===== config.mk =====
export PLATFORM = sky130hd
export DESIGN_NAME = aha_sleep_sequencer_flat
export DESIGN_NICKNAME = d
export VERILOG_FILES = /design/src/rtl/aha_sleep_sequencer_if.sv /design/src/rtl/aha_sleep_sequencer.sv /design/src/flat_wrapper.sv
export SDC_FILE = /design/constraint.sdc
export NUM_CORES = 1
export LEC_CHECK = 0
export ABC_AREA = 0
export BUFFER_PORTS_ARGS = -buffer_cell sky130_fd_sc_hd__buf_4
export CORE_MARGIN = 4
export CORE_UTILIZATION = 63
export CTS_BUF_LIST = sky130_fd_sc_hd__clkbuf_8
export DETAILED_ROUTE_END_ITERATION = 8
export PLACE_DENSITY = 0.89
export SYNTH_ARGS = -nofsm -noshare
export SYNTH_HDL_FRONTEND = slang
export SYNTH_SLANG_ARGS = --single-unit

===== constraint.sdc =====
create_clock -name CLK -period 4.7 [get_ports CLK]
set_input_delay 0.235 -clock CLK [delete_from_list [all_inputs] [get_ports CLK]]
set_output_delay 0.235 -clock CLK [all_outputs]
set_load 0.02 [all_outputs]

===== src/rtl/aha_sleep_sequencer_if.sv =====
// Handshake/status bundle between the platform side (CPU, WIC, debug, software
// gate requests) and the deep-sleep sequencer.
interface aha_sleep_sequencer_if #(
  parameter int NUM_DOMAINS = 8
);
  logic                   SLEEPDEEP;
  logic                   WAKEUP;
  logic                   WIC_EN_ACK;
  logic                   DBG_REQ;
  logic [NUM_DOMAINS-1:0] SW_GATE_EN;
  logic                   WIC_EN_REQ;
  logic                   DBG_ACK;
  logic [NUM_DOMAINS-1:0] GATE_EN;
  logic                   CPU_GATE_EN;
  logic                   SEQ_BUSY;
  logic [2:0]             STATE;

  // Platform side: drives requests, observes the sequencer.
  modport master (
    output SLEEPDEEP, WAKEUP, WIC_EN_ACK, DBG_REQ, SW_GATE_EN,
    input  WIC_EN_REQ, DBG_ACK, GATE_EN, CPU_GATE_EN, SEQ_BUSY, STATE
  );

  // Sequencer side.
  modport slave (
    input  SLEEPDEEP, WAKEUP, WIC_EN_ACK, DBG_REQ, SW_GATE_EN,
    output WIC_EN_REQ, DBG_ACK, GATE_EN, CPU_GATE_EN, SEQ_BUSY, STATE
  );
endinterface


===== src/rtl/aha_sleep_sequencer.sv =====
// Deep-sleep entry/exit sequencer: WIC enable handshake, staggered gating of
// peripheral clock domains followed by the CPU clock, reverse-order ungating
// on wakeup/debug, and a debug power-up acknowledge granted only when awake.
module aha_sleep_sequencer #(
  parameter int NUM_DOMAINS = 8,
  parameter int STEP_CYCLES = 4,
  parameter int WIC_TIMEOUT = 16
) (
  input logic                   CLK,
  input logic                   RESETn,
  aha_sleep_sequencer_if.slave  bus
);

  typedef enum logic [2:0] {
    ST_RUN    = 3'd0,
    ST_WIC_HS = 3'd1,
    ST_GATE   = 3'd2,
    ST_SLEEP  = 3'd3,
    ST_UNGATE = 3'd4
  } state_t;

  localparam int IW = $clog2(NUM_DOMAINS) + 1;
  localparam int CW = (STEP_CYCLES > 1) ? $clog2(STEP_CYCLES) : 1;
  localparam int TW = (WIC_TIMEOUT > 1) ? $clog2(WIC_TIMEOUT) : 1;

  localparam logic [IW-1:0]          IDX_FULL = IW'(NUM_DOMAINS);
  localparam logic [IW-1:0]          IDX_ONE  = IW'(1);
  localparam logic [IW-1:0]          IDX_ZERO = IW'(0);
  localparam logic [CW-1:0]          CNT_LAST = CW'(STEP_CYCLES - 1);
  localparam logic [CW-1:0]          CNT_ONE  = CW'(1);
  localparam logic [TW-1:0]          TMO_LAST = TW'(WIC_TIMEOUT - 1);
  localparam logic [TW-1:0]          TMO_ONE  = TW'(1);
  localparam logic [NUM_DOMAINS-1:0] BIT0     = NUM_DOMAINS'(1);

  state_t                   st_r, st_nxt_s;
  logic [NUM_DOMAINS-1:0]   gate_r, gate_nxt_s;
  logic                     cpu_gate_r, cpu_gate_nxt_s;
  logic                     wic_req_r, wic_req_nxt_s;
  logic                     dbg_ack_r, dbg_ack_nxt_s;
  logic                     busy_r;
  logic                     abort_r, abort_nxt_s;
  logic [IW-1:0]            idx_r, idx_nxt_s;
  logic [CW-1:0]            cnt_r, cnt_nxt_s;
  logic [TW-1:0]            tmo_r, tmo_nxt_s;

  logic                     wake_s;
  logic                     step_s;
  logic [NUM_DOMAINS-1:0]   gate_mask_s;
  logic [NUM_DOMAINS-1:0]   ungate_mask_s;

  assign wake_s        = bus.WAKEUP | bus.DBG_REQ;
  assign step_s        = (cnt_r == CNT_LAST);
  assign gate_mask_s   = BIT0 << idx_r;
  assign ungate_mask_s = BIT0 << (idx_r - IDX_ONE);

  // State register.
  always_ff @(posedge CLK or negedge RESETn) begin
    if (!RESETn) begin
      st_r <= ST_RUN;
    end else begin
      st_r <= st_nxt_s;
    end
  end

  // Next-state decision; wakeup/debug always pre-empt handshake and gating.
  always_comb begin
    st_nxt_s = st_r;
    case (st_r)
      ST_RUN: begin
        if (bus.SLEEPDEEP && !wake_s && !abort_r) st_nxt_s = ST_WIC_HS;
        else                                      st_nxt_s = ST_RUN;
      end
      ST_WIC_HS: begin
        if (wake_s || !bus.SLEEPDEEP) st_nxt_s = ST_RUN;
        else if (bus.WIC_EN_ACK)      st_nxt_s = ST_GATE;
        else if (tmo_r == TMO_LAST)   st_nxt_s = ST_RUN;
        else                          st_nxt_s = ST_WIC_HS;
      end
      ST_GATE: begin
        if (wake_s)                           st_nxt_s = ST_UNGATE;
        else if (step_s && idx_r == IDX_FULL) st_nxt_s = ST_SLEEP;
        else                                  st_nxt_s = ST_GATE;
      end
      ST_SLEEP: begin
        if (wake_s) st_nxt_s = ST_UNGATE;
        else        st_nxt_s = ST_SLEEP;
      end
      ST_UNGATE: begin
        if (idx_r == IDX_ZERO)                   st_nxt_s = ST_RUN;
        else if (step_s && idx_r == IDX_ONE)     st_nxt_s = ST_RUN;
        else                                     st_nxt_s = ST_UNGATE;
      end
      default: st_nxt_s = ST_RUN;
    endcase
  end

  // Next values of outputs, step/timeout counters, domain pointer and abort flag.
  always_comb begin
    gate_nxt_s     = gate_r;
    cpu_gate_nxt_s = cpu_gate_r;
    wic_req_nxt_s  = wic_req_r;
    idx_nxt_s      = idx_r;
    cnt_nxt_s      = cnt_r;
    tmo_nxt_s      = tmo_r;
    abort_nxt_s    = abort_r & bus.SLEEPDEEP;
    dbg_ack_nxt_s  = bus.DBG_REQ & ((st_r == ST_RUN) | dbg_ack_r);
    case (st_r)
      ST_RUN: begin
        gate_nxt_s     = bus.SW_GATE_EN;
        cpu_gate_nxt_s = 1'b0;
        wic_req_nxt_s  = (st_nxt_s == ST_WIC_HS);
        idx_nxt_s      = '0;
        cnt_nxt_s      = '0;
        tmo_nxt_s      = '0;
      end
      ST_WIC_HS: begin
        if (wake_s || !bus.SLEEPDEEP) begin
          wic_req_nxt_s = 1'b0;
        end else if (bus.WIC_EN_ACK) begin
          idx_nxt_s = '0;
          cnt_nxt_s = '0;
        end else if (tmo_r == TMO_LAST) begin
          wic_req_nxt_s = 1'b0;
          abort_nxt_s   = 1'b1;
        end else begin
          tmo_nxt_s = tmo_r + TMO_ONE;
        end
      end
      ST_GATE: begin
        if (wake_s) begin
          cnt_nxt_s = '0;
        end else if (step_s) begin
          cnt_nxt_s = '0;
          if (idx_r == IDX_FULL) begin
            cpu_gate_nxt_s = 1'b1;
          end else begin
            gate_nxt_s = gate_r | gate_mask_s;
            idx_nxt_s  = idx_r + IDX_ONE;
          end
        end else begin
          cnt_nxt_s = cnt_r + CNT_ONE;
        end
      end
      ST_SLEEP: begin
        if (wake_s) begin
          cpu_gate_nxt_s = 1'b0;
          cnt_nxt_s      = '0;
          idx_nxt_s      = IDX_FULL;
        end else begin
          cpu_gate_nxt_s = cpu_gate_r;
        end
      end
      ST_UNGATE: begin
        cpu_gate_nxt_s = 1'b0;
        if (idx_r == IDX_ZERO) begin
          wic_req_nxt_s = 1'b0;
        end else if (step_s) begin
          cnt_nxt_s  = '0;
          gate_nxt_s = (gate_r & ~ungate_mask_s) | (bus.SW_GATE_EN & ungate_mask_s);
          idx_nxt_s  = idx_r - IDX_ONE;
          if (idx_r == IDX_ONE) wic_req_nxt_s = 1'b0;
          else                  wic_req_nxt_s = wic_req_r;
        end else begin
          cnt_nxt_s = cnt_r + CNT_ONE;
        end
      end
      default: begin
        gate_nxt_s     = '0;
        cpu_gate_nxt_s = 1'b0;
        wic_req_nxt_s  = 1'b0;
        idx_nxt_s      = '0;
        cnt_nxt_s      = '0;
        tmo_nxt_s      = '0;
      end
    endcase
  end

  // Output and datapath registers; async reset also releases every gated domain.
  always_ff @(posedge CLK or negedge RESETn) begin
    if (!RESETn) begin
      gate_r     <= '0;
      cpu_gate_r <= 1'b0;
      wic_req_r  <= 1'b0;
      dbg_ack_r  <= 1'b0;
      busy_r     <= 1'b0;
      abort_r    <= 1'b0;
      idx_r      <= '0;
      cnt_r      <= '0;
      tmo_r      <= '0;
    end else begin
      gate_r     <= gate_nxt_s;
      cpu_gate_r <= cpu_gate_nxt_s;
      wic_req_r  <= wic_req_nxt_s;
      dbg_ack_r  <= dbg_ack_nxt_s;
      busy_r     <= (st_nxt_s != ST_RUN);
      abort_r    <= abort_nxt_s;
      idx_r      <= idx_nxt_s;
      cnt_r      <= cnt_nxt_s;
      tmo_r      <= tmo_nxt_s;
    end
  end

  assign bus.GATE_EN     = gate_r;
  assign bus.CPU_GATE_EN = cpu_gate_r;
  assign bus.WIC_EN_REQ  = wic_req_r;
  assign bus.DBG_ACK     = dbg_ack_r;
  assign bus.SEQ_BUSY    = busy_r;
  assign bus.STATE       = st_r;

endmodule


===== src/flat_wrapper.sv =====
// flat-port wrapper written by rule: the top's interface ports become plain ports
module aha_sleep_sequencer_flat 
#(
  parameter int NUM_DOMAINS = 8,
  parameter int STEP_CYCLES = 4,
  parameter int WIC_TIMEOUT = 16
)
  (CLK, RESETn, bus_SLEEPDEEP, bus_WAKEUP, bus_WIC_EN_ACK, bus_DBG_REQ, bus_SW_GATE_EN, bus_WIC_EN_REQ, bus_DBG_ACK, bus_GATE_EN, bus_CPU_GATE_EN, bus_SEQ_BUSY, bus_STATE);
  aha_sleep_sequencer_if #(.NUM_DOMAINS(NUM_DOMAINS)) bus_i ();
  input logic CLK;
  input logic RESETn;
  input wire logic [$bits(bus_i.SLEEPDEEP)-1:0] bus_SLEEPDEEP;
  input wire logic [$bits(bus_i.WAKEUP)-1:0] bus_WAKEUP;
  input wire logic [$bits(bus_i.WIC_EN_ACK)-1:0] bus_WIC_EN_ACK;
  input wire logic [$bits(bus_i.DBG_REQ)-1:0] bus_DBG_REQ;
  input wire logic [$bits(bus_i.SW_GATE_EN)-1:0] bus_SW_GATE_EN;
  output wire logic [$bits(bus_i.WIC_EN_REQ)-1:0] bus_WIC_EN_REQ;
  output wire logic [$bits(bus_i.DBG_ACK)-1:0] bus_DBG_ACK;
  output wire logic [$bits(bus_i.GATE_EN)-1:0] bus_GATE_EN;
  output wire logic [$bits(bus_i.CPU_GATE_EN)-1:0] bus_CPU_GATE_EN;
  output wire logic [$bits(bus_i.SEQ_BUSY)-1:0] bus_SEQ_BUSY;
  output wire logic [$bits(bus_i.STATE)-1:0] bus_STATE;
  assign bus_i.SLEEPDEEP = bus_SLEEPDEEP;
  assign bus_i.WAKEUP = bus_WAKEUP;
  assign bus_i.WIC_EN_ACK = bus_WIC_EN_ACK;
  assign bus_i.DBG_REQ = bus_DBG_REQ;
  assign bus_i.SW_GATE_EN = bus_SW_GATE_EN;
  assign bus_WIC_EN_REQ = bus_i.WIC_EN_REQ;
  assign bus_DBG_ACK = bus_i.DBG_ACK;
  assign bus_GATE_EN = bus_i.GATE_EN;
  assign bus_CPU_GATE_EN = bus_i.CPU_GATE_EN;
  assign bus_SEQ_BUSY = bus_i.SEQ_BUSY;
  assign bus_STATE = bus_i.STATE;
  aha_sleep_sequencer #(.NUM_DOMAINS(NUM_DOMAINS), .STEP_CYCLES(STEP_CYCLES), .WIC_TIMEOUT(WIC_TIMEOUT)) u_core (.CLK(CLK), .RESETn(RESETn), .bus(bus_i));
endmodule

==> impl_metrics.json <==
{
  "grt_remaining_overflow": 0,
  "crit_type": "register to register",
  "critPathMaxFanout": 23,
  "finalWorstSetupSlack_ps": 2350,
  "grt_max_degree": 27,
  "routed_wl_um": 4600,
  "dieArea_um2": 3900,
  "cp-end-kind": "register",
  "wl_met3_um": 312,
  "cts_setup_buffers": 0,
  "htreeDepth": 1,
  "place_inst": 267,
  "grt_usage_pct": 25.0,
  "start_util_pct": 67.1,
  "p_per_area_nw_per_um2": 234,
  "fin_cells": 272,
  "power.leakage_nw": 0.955,
  "num_vias": 1798,
  "crit_arrival_ps": 2500,
  "ios": 29,
  "clkSlewWorstSetupHoldPaths_ps": 90,
  "fin_util_pct": 76.7,
  "ys_ff_latch": 26,
  "cts_sinks": 26,
  "synth.largest_area_cell": "dfrtp_1",
  "area_growth_pct": 14.4,
  "max-cap-violations": 0,
  "via_per_inst": 6.61,
  "place_ws_ps": 2420,
  "relSlewSlack_pct": 45.4,
  "grt_pass1_vias": 1744,
  "n_antenna_cell": 0,
  "fp.dieW_um": 62.4,
  "grt_pass1_wl_um": 8170,
  "cts_tree": "done",
  "final_cell_mix": "buf_4 (28), dfrtp_1 (26), nand2_1 (24)",
  "cts_resized": 0,
  "synth.avg_cell_area_um2": 8.52,
  "finalWeightedCongestion": 0.901,
  "r2r_slack_ps": 2350,
  "power_mw": 0.498,
  "worst_slew_pin_slew_ps": 817,
  "setup_viol_count_final": 0,
  "synth_fp_nets": 242,
  "cts_buffers": 3,
  "hpwl_um": 3220,
  "synthArstFlopShare_pct": 100,
  "fin_nets": 265,
  "cts_root_buf": "clkbuf_8",
  "synth_edf_count": 0,
  "cp-start-kind": "register",
  "wl_met1_um": 2110,
  "die_h_um": 62.4,
  "drive_gt1_share_pct": 17.0,
  "fmax_mhz": 425,
  "drc": 0,
  "synth_flop_cell": "dfrtp_1",
  "drt_iter0_drc": 158,
  "syn_inst": 219,
  "clockBufferDepth": 2,
  "core-area_um2": 2780,
  "fin_crit_sh_pct": 50.0,
  "hp-class": "input port to register",
  "fin_crit_ps": 2350,
  "critical_path_required_ps": 4850,
  "wl_met2_um": 2080,
  "yosysSeqAreaShare_pct": 34.9,
  "rsz0062_at_grt": "no",
  "hold_viol_final": 0,
  "vdd.ir_drop.worst_uv": 217,
  "highest_layer": "met4",
  "synth_cell_types": 49,
  "io_buffer_count": 28,
  "slew_viol_final": 0,
  "wl_per_cell_um": 16.9,
  "num_rows": 19,
  "grt_antenna_before_repair": 0,
  "insertion_delay_ps": 270,
  "layout_commonest_cell": "buf_4",
  "synth_warnings": 0,
  "fill_cells": 191,
  "ant_nets": 0,
  "drt_pass1_iterations": 4,
  "outcome": "finished clean",
  "tns_ps": 0,
  "clock_skew_ps": 5.43,
  "syn_area_um2": 1870,
  "yosys.area.top_type_share_pct": 34.9,
  "synth_area_leaders": "dfrtp_1 (35%), ha_1 (6.0%), a21oi_1 (5.9%)"
}
critical path, stage by stage, from the launching register on:
cell	delay (ps)
dfrtp_1	750
or3b_1	430
a2bb2oi_1	370
o211ai_1	400
nand2_1	170
o221ai_1	110
registers in the layout (all words and copies together), names as in the netlist:
signal and count:
u_core.cnt_r 2, u_core.bus.DBG_ACK 1, u_core.bus.CPU_GATE_EN 1, u_core.bus.STATE 3, u_core.idx_r 4, u_core.tmo_r 4, u_core.bus.GATE_EN 8, u_core.bus.SEQ_BUSY 1
u_core.bus.WIC_EN_REQ 1, u_core.abort_r 1
final timing paths:
| check | endpoint | start | depth (start not counted) |
|---|---|---|---|
| setup reg to reg | u_core.bus.GATE_EN[4] | u_core.bus.STATE[2] | 5 |
| hold / removal | u_core.bus.STATE[1] | bus_WAKEUP | 2 |
| hold reg to reg | u_core.cnt_r[1] | u_core.cnt_r[1] | 1 |
| min in group asynchronous | u_core.cnt_r[0] | RESETn | 2 |
| max in group asynchronous | u_core.bus.STATE[0] | RESETn | 2 |
| setup / recovery | u_core.bus.GATE_EN[4] | u_core.bus.STATE[2] | 5 |
area by class of cell:
type / instances / area [um2] / share of cell area [%]
multi-input cells: 175 / 1140 / 53.6
flip-flops and latches: 26 / 651 / 30.5
repair buffers: 29 / 220 / 10.3
clock buffers: 4 / 55.1 / 2.58
well taps: 31 / 38.8 / 1.82
inverters: 7 / 26.3 / 1.23
report_power, final:
part / total (mW) / switching (mW) / internal [mW]
clock network: 0.148 / 0.0727 / 0.0750
logic: 0.102 / 0.0586 / 0.0431
registers: 0.249 / 0.0146 / 0.234
total: 0.498 / 0.146 / 0.353
synth_stat cells (2+ instances only):
cell type  number
o2bb2ai_1       2
clkbuf_1        7
o32ai_1         2
mux2i_1         6
o22ai_1         2
ha_1            9
a21oi_1        22
nor2_1         20
a22oi_1         2
nor3_1          2
nand4_1         2
a31oi_1         3
nor3b_1         3
buf_2           3
o221ai_1        6
nand2b_1        3
a32oi_1         3
and3_1          2
dfrtp_1        26
nand2_1        24
o21a_1          2
o211ai_2        2
o31ai_1         3
a22o_1          2
o211ai_1        3
nand3_1         5
a31o_2          2
inv_1           7
o21ai_0        12
nor2b_1         7
nand3b_1        3
a41oi_1         2
a211oi_1        4
cells by family (layout without fill, tap and decap cells):
logic type      after synthesis  in the layout  share of synthesized area, %
fa+ha+maj                     9              9                          6.04
simple gates                 79             79                          22.1
xor+xnor                      1              1                         0.470
flops                        26             26                          34.9
mux                           6              6                          3.22
compound gates               80             80                          29.5
buf+inv                      18             40                          3.82
metal layers:
metal  up-vias  track usage [%]
met4         0             8.75
met3        11             3.42
met5         -                0
met1       843             38.0
met2        70             36.0
li1        874                -
metrics by stage:
step / instance area, um2 / hold WS, ps
after global placement: 2070 / 166
after detailed placement: 2070 / 162
after floorplan: 1870 / -60.6
final: 2130 / 178
after global routing: 2130 / 175
after CTS: 2130 / 170
timing repair:
| action | 4_1_cts | 5_1_grt |
|---|---|---|
| endpoints found under the setup margin | 0 | 0 |
| hold endpoints to repair | 26 | 0 |
| hold buffers | 1 | 0 |
Note: power is estimated with default switching activity, not from simulation.
